`src/rtl/alu_div_seq_pkg.sv`:
```
// Shared definitions for the sequential divider: ALU opcodes, divide op encodings, FSM states.
package alu_div_seq_pkg;

  localparam logic [3:0] ALU_ADD  = 4'd0;
  localparam logic [3:0] ALU_SUB  = 4'd1;
  localparam logic [3:0] ALU_AND  = 4'd2;
  localparam logic [3:0] ALU_OR   = 4'd3;
  localparam logic [3:0] ALU_XOR  = 4'd4;
  localparam logic [3:0] ALU_SLL  = 4'd5;
  localparam logic [3:0] ALU_SRL  = 4'd6;
  localparam logic [3:0] ALU_SRA  = 4'd7;
  localparam logic [3:0] ALU_SLT  = 4'd8;
  localparam logic [3:0] ALU_SLTU = 4'd9;

  typedef enum logic [1:0] {
    DIVOP_DIV  = 2'd0,
    DIVOP_DIVU = 2'd1,
    DIVOP_REM  = 2'd2,
    DIVOP_REMU = 2'd3
  } div_op_e;

  typedef enum logic [2:0] {
    ST_IDLE,
    ST_NEG_A,
    ST_NEG_B,
    ST_CMP,
    ST_SUB,
    ST_FIX,
    ST_DONE
  } div_state_e;

  function automatic logic op_is_signed(input div_op_e op);
    return (op == DIVOP_DIV) || (op == DIVOP_REM);
  endfunction

  function automatic logic op_is_quot(input div_op_e op);
    return (op == DIVOP_DIV) || (op == DIVOP_DIVU);
  endfunction

endpackage

```
`src/rtl/alu_div_seq.sv`:
```
// Restoring divider for DIV/DIVU/REM/REMU that borrows the shared ALU one operation per cycle.
module alu_div_seq
  import alu_div_seq_pkg::*;
#(
  parameter int XLEN = 32
) (
  input  logic            CLK,
  input  logic            RESET_N,
  input  logic            START,
  input  logic [1:0]      OP_SEL,
  input  logic [XLEN-1:0] A,
  input  logic [XLEN-1:0] B,
  output logic            BUSY,
  output logic            DONE,
  output logic [XLEN-1:0] RESULT,
  output logic            ALU_REQ,
  input  logic            ALU_GNT,
  output logic [31:0]     ALU_X,
  output logic [31:0]     ALU_Y,
  output logic [3:0]      ALU_OP,
  input  logic [31:0]     ALU_RESULT
);

  div_state_e      state_q, state_d;
  div_op_e         op_q;
  logic [XLEN-1:0] a_q, b_q, rem_q, q_q, result_q;
  logic [4:0]      count_q;
  logic            neg_q_q, neg_r_q;

  div_op_e         op_in;
  logic            sgn_in, quot_in, ovf_in;
  logic            sgn, quot, last, fix_needed, lt;
  logic [XLEN-1:0] rs, bit_mask, q_set, q_clr;
  div_state_e      step_next;

  assign op_in   = div_op_e'(OP_SEL);
  assign sgn_in  = op_is_signed(op_in);
  assign quot_in = op_is_quot(op_in);
  assign ovf_in  = sgn_in && (A == {1'b1, {(XLEN-1){1'b0}}}) && (B == '1);

  assign sgn        = op_is_signed(op_q);
  assign quot       = op_is_quot(op_q);
  assign last       = (count_q == '0);
  assign fix_needed = quot ? neg_q_q : neg_r_q;
  assign lt         = ALU_RESULT[0];

  // Shift the next dividend bit into the partial remainder.
  assign rs       = {rem_q[XLEN-2:0], a_q[count_q]};
  assign bit_mask = XLEN'(1) << count_q;
  assign q_set    = q_q | bit_mask;
  assign q_clr    = q_q & ~bit_mask;

  assign step_next = last ? (fix_needed ? ST_FIX : ST_DONE) : ST_CMP;

  assign BUSY   = (state_q != ST_IDLE);
  assign DONE   = (state_q == ST_DONE);
  assign RESULT = result_q;

  always_comb begin
    state_d = state_q;
    ALU_REQ = 1'b0;
    ALU_X   = '0;
    ALU_Y   = '0;
    ALU_OP  = ALU_ADD;
    case (state_q)
      ST_IDLE: begin
        if (START) begin
          if (B == '0)                state_d = ST_DONE;
          else if (ovf_in)            state_d = ST_DONE;
          else if (sgn_in && A[XLEN-1]) state_d = ST_NEG_A;
          else if (sgn_in && B[XLEN-1]) state_d = ST_NEG_B;
          else                        state_d = ST_CMP;
        end
      end
      ST_NEG_A: begin
        ALU_REQ = 1'b1;
        ALU_Y   = a_q;
        ALU_OP  = ALU_SUB;
        if (ALU_GNT) state_d = (sgn && b_q[XLEN-1]) ? ST_NEG_B : ST_CMP;
      end
      ST_NEG_B: begin
        ALU_REQ = 1'b1;
        ALU_Y   = b_q;
        ALU_OP  = ALU_SUB;
        if (ALU_GNT) state_d = ST_CMP;
      end
      ST_CMP: begin
        ALU_REQ = 1'b1;
        ALU_X   = rs;
        ALU_Y   = b_q;
        ALU_OP  = ALU_SLTU;
        if (ALU_GNT) state_d = lt ? step_next : ST_SUB;
      end
      ST_SUB: begin
        ALU_REQ = 1'b1;
        ALU_X   = rem_q;
        ALU_Y   = b_q;
        ALU_OP  = ALU_SUB;
        if (ALU_GNT) state_d = step_next;
      end
      ST_FIX: begin
        ALU_REQ = 1'b1;
        ALU_Y   = quot ? q_q : rem_q;
        ALU_OP  = ALU_SUB;
        if (ALU_GNT) state_d = ST_DONE;
      end
      ST_DONE: state_d = ST_IDLE;
      default: state_d = ST_IDLE;
    endcase
  end

  always_ff @(posedge CLK) begin
    if (!RESET_N) begin
      state_q  <= ST_IDLE;
      op_q     <= DIVOP_DIV;
      a_q      <= '0;
      b_q      <= '0;
      rem_q    <= '0;
      q_q      <= '0;
      result_q <= '0;
      count_q  <= '0;
      neg_q_q  <= 1'b0;
      neg_r_q  <= 1'b0;
    end else begin
      state_q <= state_d;
      case (state_q)
        ST_IDLE: begin
          if (START) begin
            op_q    <= op_in;
            a_q     <= A;
            b_q     <= B;
            rem_q   <= '0;
            q_q     <= '0;
            count_q <= 5'd31;
            neg_q_q <= sgn_in & (A[XLEN-1] ^ B[XLEN-1]);
            neg_r_q <= sgn_in & A[XLEN-1];
            if (B == '0)  result_q <= quot_in ? '1 : A;
            else if (ovf_in) result_q <= quot_in ? {1'b1, {(XLEN-1){1'b0}}} : '0;
          end
        end
        ST_NEG_A: if (ALU_GNT) a_q <= ALU_RESULT;
        ST_NEG_B: if (ALU_GNT) b_q <= ALU_RESULT;
        ST_CMP: begin
          if (ALU_GNT) begin
            rem_q <= rs;
            if (lt) begin
              q_q <= q_clr;
              // Final bit with no sign fix: publish straight from the updated values.
              if (last && !fix_needed) result_q <= quot ? q_clr : rs;
              if (!last) count_q <= count_q - 5'd1;
            end
          end
        end
        ST_SUB: begin
          if (ALU_GNT) begin
            rem_q <= ALU_RESULT;
            q_q   <= q_set;
            if (last && !fix_needed) result_q <= quot ? q_set : ALU_RESULT;
            if (!last) count_q <= count_q - 5'd1;
          end
        end
        ST_FIX: if (ALU_GNT) result_q <= ALU_RESULT;
        default: ;
      endcase
    end
  end

endmodule

```
`config.mk`:
```
export PLATFORM = sky130hd
export DESIGN_NAME = alu_div_seq
export DESIGN_NICKNAME = d
export VERILOG_FILES = /design/src/rtl/alu_div_seq_pkg.sv /design/src/rtl/alu_div_seq.sv
export SDC_FILE = /design/constraint.sdc
export NUM_CORES = 1
export LEC_CHECK = 0
export CORE_ASPECT_RATIO = 1.25
export CORE_MARGIN = 2
export CORE_UTILIZATION = 30
export CTS_CLUSTER_SIZE = 28
export DETAILED_ROUTE_END_ITERATION = 8
export SLEW_MARGIN = 25
export SYNTH_ARGS = -nofsm -noshare
export SYNTH_HDL_FRONTEND = slang
export SYNTH_SLANG_ARGS = --single-unit
```
`constraint.sdc`:
```
create_clock -name CLK -period 2.4 [get_ports CLK]
set_input_delay 0.72 -clock CLK [delete_from_list [all_inputs] [get_ports CLK]]
set_output_delay 0.72 -clock CLK [all_outputs]
set_load 0.01 [all_outputs]
```
==> results of run 1 <==
## report_power, final
| part | total [W] | switching (W) | internal (W) |
|---|---|---|---|
| combinational | 0.0109 | 0.00570 | 0.00520 |
| sequential | 0.00437 | 0.000753 | 0.00362 |
| clock | 0.00299 | 0.00141 | 0.00158 |
| total | 0.0183 | 0.00786 | 0.0104 |
## metal layers
metal  track usage (%)  vias up  routed length, µm
li1                  -     6612                  -
met1              39.2     7252              24800
met2              46.9     1010              28800
met3              4.72      225               6330
met4              12.5        0               3840
met5                 0        -                  0
## cells in the final DEF (no fill, tap or decap), drive strengths merged, types with 5 or more instances in the layout
master / count
a211oi: 110
a21oi: 131
a221oi: 12
a222oi: 5
a22o: 36
a22oi: 54
a311oi: 26
a31oi: 14
and3: 5
buf: 515
clkbuf: 32
clkdlybuf4s15: 19
clkdlybuf4s50: 81
clkinv: 7
dfxtp: 172
dlygate4sd2: 17
ha: 5
inv: 14
mux2: 6
mux2i: 84
mux4: 8
nand2: 102
nand2b: 39
nand3: 6
nand4: 11
nand4b: 9
nor2: 203
nor2b: 10
nor3: 15
nor3b: 11
nor4: 15
nor4bb: 9
o211ai: 9
o21a: 32
o21ai: 128
## worst register-to-register path, cell delays in order (launching register included)
cell and delay, ps:
dfxtp_4 390, buf_4 190, inv_2 80, ha_4 130, or4b_4 500, nor2_4 140
a21oi_4 80, nor2_4 250, and2_4 360, clkbuf_16 200, a311oi_1 100
## metrics by stage
stage	hold WS, ps	instances	total power, W	setup slack, ps
global route	507	2508	0.0188	-601
global placement	445	2367	0.0124	-1060
finish	497	2508	0.0183	-570
floorplan	437	1482	0.00842	-176
detailed placement	459	2367	0.0124	-1100
CTS	469	2484	0.0170	-561
## final cells by class
cell class	instances	area share, %
flip-flops and latches	172	17.6
clock inverters	14	0.840
repair buffers	652	32.0
clock buffers	18	2.23
multi-input cells	1148	43.9
inverters	12	0.255
well taps	492	3.13
## timing repair
action / CTS / global route
gates resized for setup: 604 / 218
cloned: 21 / 11
pin swaps: 91 / 129
buffers inserted: 67 / 46
endpoints found under the setup margin: 135 / 117
## sequential cells by signal (all words and copies together) (netlist names)
name     count
RESULT      32
a_q         32
b_q         32
q_q         32
rem_q       32
count_q      5
state_q      3
op_q         2
neg_q_q      1
neg_r_q      1
## worst paths after layout
| path | startpoint | end | slack, ps |
|---|---|---|---|
| max | count_q[0] | ALU_X[0] | -570 |
| min | op_q[0] | op_q[0] | 500 |
| max reg2reg | count_q[0] | RESULT[28] | -150 |
| min reg2reg | op_q[0] | op_q[0] | 500 |
## cell families after synthesis
group / count (synthesis)
AOI/OAI and AO/OA: 585
xor gates and xnor gates: 1
adders and majority gates: 5
buffers and inverters: 163
DFF: 172
muxes: 98
other: 1
and+or+nand+nor: 456
==> results.py, run 1 <==
metrics = {
    "run_status": {
        "status": "finished, violations left",
        "violations": "negative setup slack",
    },
    "clock_tree": {
        "cts_tree": "built",
        "clock-root-buffer": "clkbuf_16",
        "clk_pin_slew_worst_paths_ps": 70,
        "cts_buffer_depth": 2,
        "hold_buffers": 0,
        "htreeDepth": 4,
        "numCtsBuffers": 17,
        "clkLatencyLatePin_ps": 460,
        "clock-sinks": 172,
    },
    "sta": {
        "slew_viol_final": 0,
        "tightestPinTransition_ps": 596,
        "rsz0062_at_grt": "true",
        "hold_viol": 0,
        "fin_crit_sh_pct": 124,
        "setup_slack_ps": -570,
        "setup_violations": 98,
        "relSlewSlack_pct": 59.7,
        "skew_ps": 14.7,
        "fin_setup_tns_ps": -17780,
        "clock.fmax_mhz": 337,
        "min_period_ps": 2970,
    },
    "logic_synthesis": {
        "ys_seq_area_share_pct": 30.1,
        "yosysTopAreaCell": "dfxtp_1",
        "synth_compound_area_share_pct": 34.1,
        "syn_inst": 1481,
        "synth.area.top_cells": "dfxtp_1, mux2i_1, a211oi_1",
        "synthMuxAreaShare_pct": 9.52,
        "synth_area_per_cell_um2": 7.72,
        "synthTopCellsByCount": "nor2_1, dfxtp_1, a21oi_1",
        "async_flop_share_pct": 0,
        "synth-adder-area-share_pct": 0.547,
        "yosys.cell_types.count": 68,
        "ys_warn_count": 0,
        "syn_area_um2": 11400,
        "synth-edff-count": 0,
        "synth-main-ff-cell": "dfxtp_1",
        "synth_top_cell_area_share_pct": 30.1,
        "synth_simple_gate_area_share_pct": 19.3,
        "synth_seq_cells": 172,
        "synth.most_common_cell": "nor2_1",
        "synth_xor_area_share_pct": 0.0766,
        "synth_top_family_by_area": "compound AO/OA/AOI/OAI gates",
    },
    "setup_path": {
        "max_stage_delay_ps": 520,
        "cp_num_buf_inv": 2,
        "r2r_cells": 10,
        "cp.depth": 7,
        "cpMaxStageDelayCell": "mux4_2",
        "critPathTopFamily": "multiplexers",
        "criticalPathCategory": "reg2out",
        "arrival_ps": 2250,
        "cp-end-kind": "primary output",
        "critical_path.max_fanout": 6,
        "worst_ep_required_time_ps": 1680,
        "critical_path.cell_chain": "buf_12, mux4_2, mux2i_4, a22oi_2, nand3_2, nand2_4, buf_6",
        "cp-start-kind": "flop",
    },
    "placed_design": {
        "io_buffers": 202,
        "routabilityCongestion": 0.960,
        "hpwl_mm": 42.4,
        "place_area_um2": 16300,
    },
    "routing": {
        "drt_iter0_drc": 2014,
        "drc": 0,
        "drt-vias-per-instance": 6.02,
        "drt-total-wl_mm": 63.8,
        "first_pass_iters": 6,
        "ant_nets": 0,
        "vias": 15100,
        "wl_per_cell_um": 25.4,
    },
    "final_layout": {
        "final_nets": 2110,
        "regArea_um2": 3460,
        "n_antenna_cell": 0,
        "syn2layout_area_growth_pct": 71.8,
        "final_core_utilization_pct": 51.8,
        "postLayoutCellArea_um2": 19700,
        "fill_cells": 3359,
        "drive_gt1_share_pct": 40.4,
        "multi_input_area_um2": 8630,
    },
    "die": {
        "ioPinCount": 205,
        "num_rows": 80,
        "die_height_um": 222,
        "die_w_um": 179,
        "die-area_um2": 39700,
        "core-area_um2": 37900,
        "start_util_pct": 30.2,
    },
    "min_path": {
        "hp-class": "reg2reg",
        "hold_depth": 2,
    },
    "power": {
        "leakage_nw": 7.52,
        "cellPowerDensity_nw_per_um2": 929,
        "ir_worst_vdd_mv": 0.515,
    },
    "grt": {
        "grt_pass1_vias": 13600,
        "grt_overflow": 0,
        "gr-usage-all-layers_pct": 29.4,
        "grt_max_degree": 89,
        "grt_pass1_wl_mm": 87.6,
        "antenna_found_initial": 0,
    },
    "run": {
        "drv_cap": 0,
    },
}
(Power assumes the default switching activity.)
==> run 2, diff against run 1 <==
--- a/config.mk
+++ b/config.mk
@@ -11,4 +11,5 @@
 export CTS_CLUSTER_SIZE = 28
 export DETAILED_ROUTE_END_ITERATION = 8
+export PLACE_DENSITY = 0.48
 export SLEW_MARGIN = 25
 export SYNTH_ARGS = -nofsm -noshare
==> constraint.sdc (replaced) <==
create_clock -name CLK -period 2.4 [get_ports CLK]
set_input_delay 0.24 -clock CLK [delete_from_list [all_inputs] [get_ports CLK]]
set_output_delay 0.24 -clock CLK [all_outputs]
set_load 0.01 [all_outputs]
==> run 2 against run 1 <==
Compared with the run above: critical path type unchanged; the run still ends with negative setup slack left; critical path depth increased by 2; clock skew decreased by 6.6 ps; design area decreased by 13%; global-route usage decreased by 0.66 points; sequential power increased by 3%.
==> results.py, run 2 (synthesis results as in run 1) <==
metrics = {
    "power": {
        "power_frac_seq_pct": 28.2,
        "finalPower_w": 0.0159,
        "power.share.clock_pct": 19.3,
        "pwr-share-comb_pct": 52.5,
        "internal_power_w": 0.00924,
        "switchingPower_w": 0.00664,
        "swShare_pct": 41.8,
        "cellPowerDensity_nw_per_um2": 934,
        "ir_worst_vdd_mv": 0.595,
        "leakage_nw": 6.25,
    },
    "sta": {
        "hold_viol": 0,
        "clock.fmax_mhz": 390,
        "skew_ps": 8.13,
        "min_period_ps": 2560,
        "setup_slack_ps": -162,
        "fin_crit_sh_pct": 107,
        "rsz0062_at_grt": "true",
        "tightestPinTransition_ps": 635,
        "setup_violations": 1,
        "relSlewSlack_pct": 57.1,
        "slew_viol_final": 0,
        "whs_ps": 345,
    },
    "routing": {
        "wl_per_cell_um": 25.1,
        "vias": 13400,
        "drt-vias-per-instance": 5.78,
        "drt-total-wl_mm": 58.4,
        "ant_nets": 0,
        "first_pass_iters": 5,
        "drt_iter0_drc": 1653,
        "drc": 0,
    },
    "final_layout": {
        "final_nets": 1923,
        "mostFrequentLayoutCells": "buf_4, nor2_1, dfxtp_1",
        "drive_gt1_share_pct": 21.3,
        "final_common_cell": "buf_4",
        "syn2layout_area_growth_pct": 48.7,
    },
    "die": {
        "num_rows": 80,
        "die_w_um": 179,
        "ioPinCount": 205,
        "core-area_um2": 37900,
        "die-area_um2": 39700,
        "die_height_um": 222,
        "start_util_pct": 30.2,
    },
    "clock_tree": {
        "clk_pin_slew_worst_paths_ps": 70,
        "cts_buffer_depth": 2,
        "cts_tree": "built",
        "clock-sinks": 172,
        "htreeDepth": 4,
        "clock-root-buffer": "clkbuf_16",
        "numCtsBuffers": 17,
        "hold_buffers": 0,
        "clkLatencyLatePin_ps": 460,
    },
    "grt": {
        "grt_pass1_vias": 12400,
        "antenna_found_initial": 0,
        "grt_overflow": 0,
        "gr-usage-all-layers_pct": 28.8,
        "grt_max_degree": 51,
        "grt_pass1_wl_mm": 84.3,
    },
    "setup_path": {
        "critical_path.max_fanout": 5,
        "cp-end-kind": "primary output",
        "cp-start-kind": "flop",
        "worst_ep_required_time_ps": 2160,
        "arrival_ps": 2320,
        "criticalPathCategory": "reg2out",
    },
    "placed_design": {
        "routabilityCongestion": 0.900,
        "hpwl_mm": 43.4,
        "io_buffers": 202,
    },
    "run_status": {
        "status": "finished, violations left",
        "violations": "negative setup slack",
    },
    "run": {
        "drv_cap": 0,
    },
    "min_path": {
        "hp-class": "in2reg",
    },
}
[run 2: through the flow]
step | TNS (ps) | setup WS (ps) | instance area, µm² | std cells | utilization, %
after detailed placement | -14280 | -460 | 15500 | 2255 | 40.9
after global routing | -400 | -229 | 17000 | 2321 | 44.8
final | -162 | -162 | 17000 | 2322 | 44.8
after global placement | -15380 | -503 | 15500 | 2255 | 40.9
after CTS | -547 | -238 | 16800 | 2313 | 44.2
after floorplan | 0 | 24.4 | 11400 | 1482 | -
[run 2: cell type report]
class	instances	area (µm²)
timing repair buffer	466	4640
clock inverter	12	160
tap	492	616
clock buffer	20	467
multi-input combinational	1147	7620
antenna	1	2.50
sequential	172	3460
fill	3774	20900
inverter	12	50.0
[run 2: final timing paths]
path / cells past startpoint / slack (ps) / start / endpoint
max: 9 / -160 / count_q[0] / ALU_X[0]
min: 4 / 340 / B[30] / b_q[30]
max reg2reg: 11 / 40 / count_q[0] / RESULT[14]
min reg2reg: 2 / 470 / op_q[0] / op_q[0]
[run 2: power groups by stage]
stage	Sequential, W	Clock [W]	Combinational [W]
after floorplan	0.00421	0	0.00418
after global placement	0.00450	0	0.00746
after detailed placement	0.00448	0	0.00754
after CTS	0.00446	0.00310	0.00799
after global routing	0.00456	0.00318	0.00890
final	0.00448	0.00306	0.00834
[run 2: critical path: stages (launching register included)]
cell     delay, ps
dfxtp_2        350
buf_12         140
buf_12         120
mux4_2         490
mux2i_1        210
buf_4          170
a22oi_2         80
nand3_2        100
nand2_2         70
buf_6          120
[run 2: timing repair]
item / in CTS / in global routing
pin swaps: 5 / 21
gates resized for setup: 142 / 35
setup buffers: 18 / 6
endpoints found under the hold margin: 0 / 0
setup endpoints to repair: 91 / 45
gates cloned: 8 / 3
[run 2: layer usage]
metal | share of wire [%] | global-route usage (%)
met3 | 6.3 | 2.84
met4 | 1.9 | 7.08
met2 | 46 | 45.4
met5 | 0 | 0
met1 | 45 | 41.8
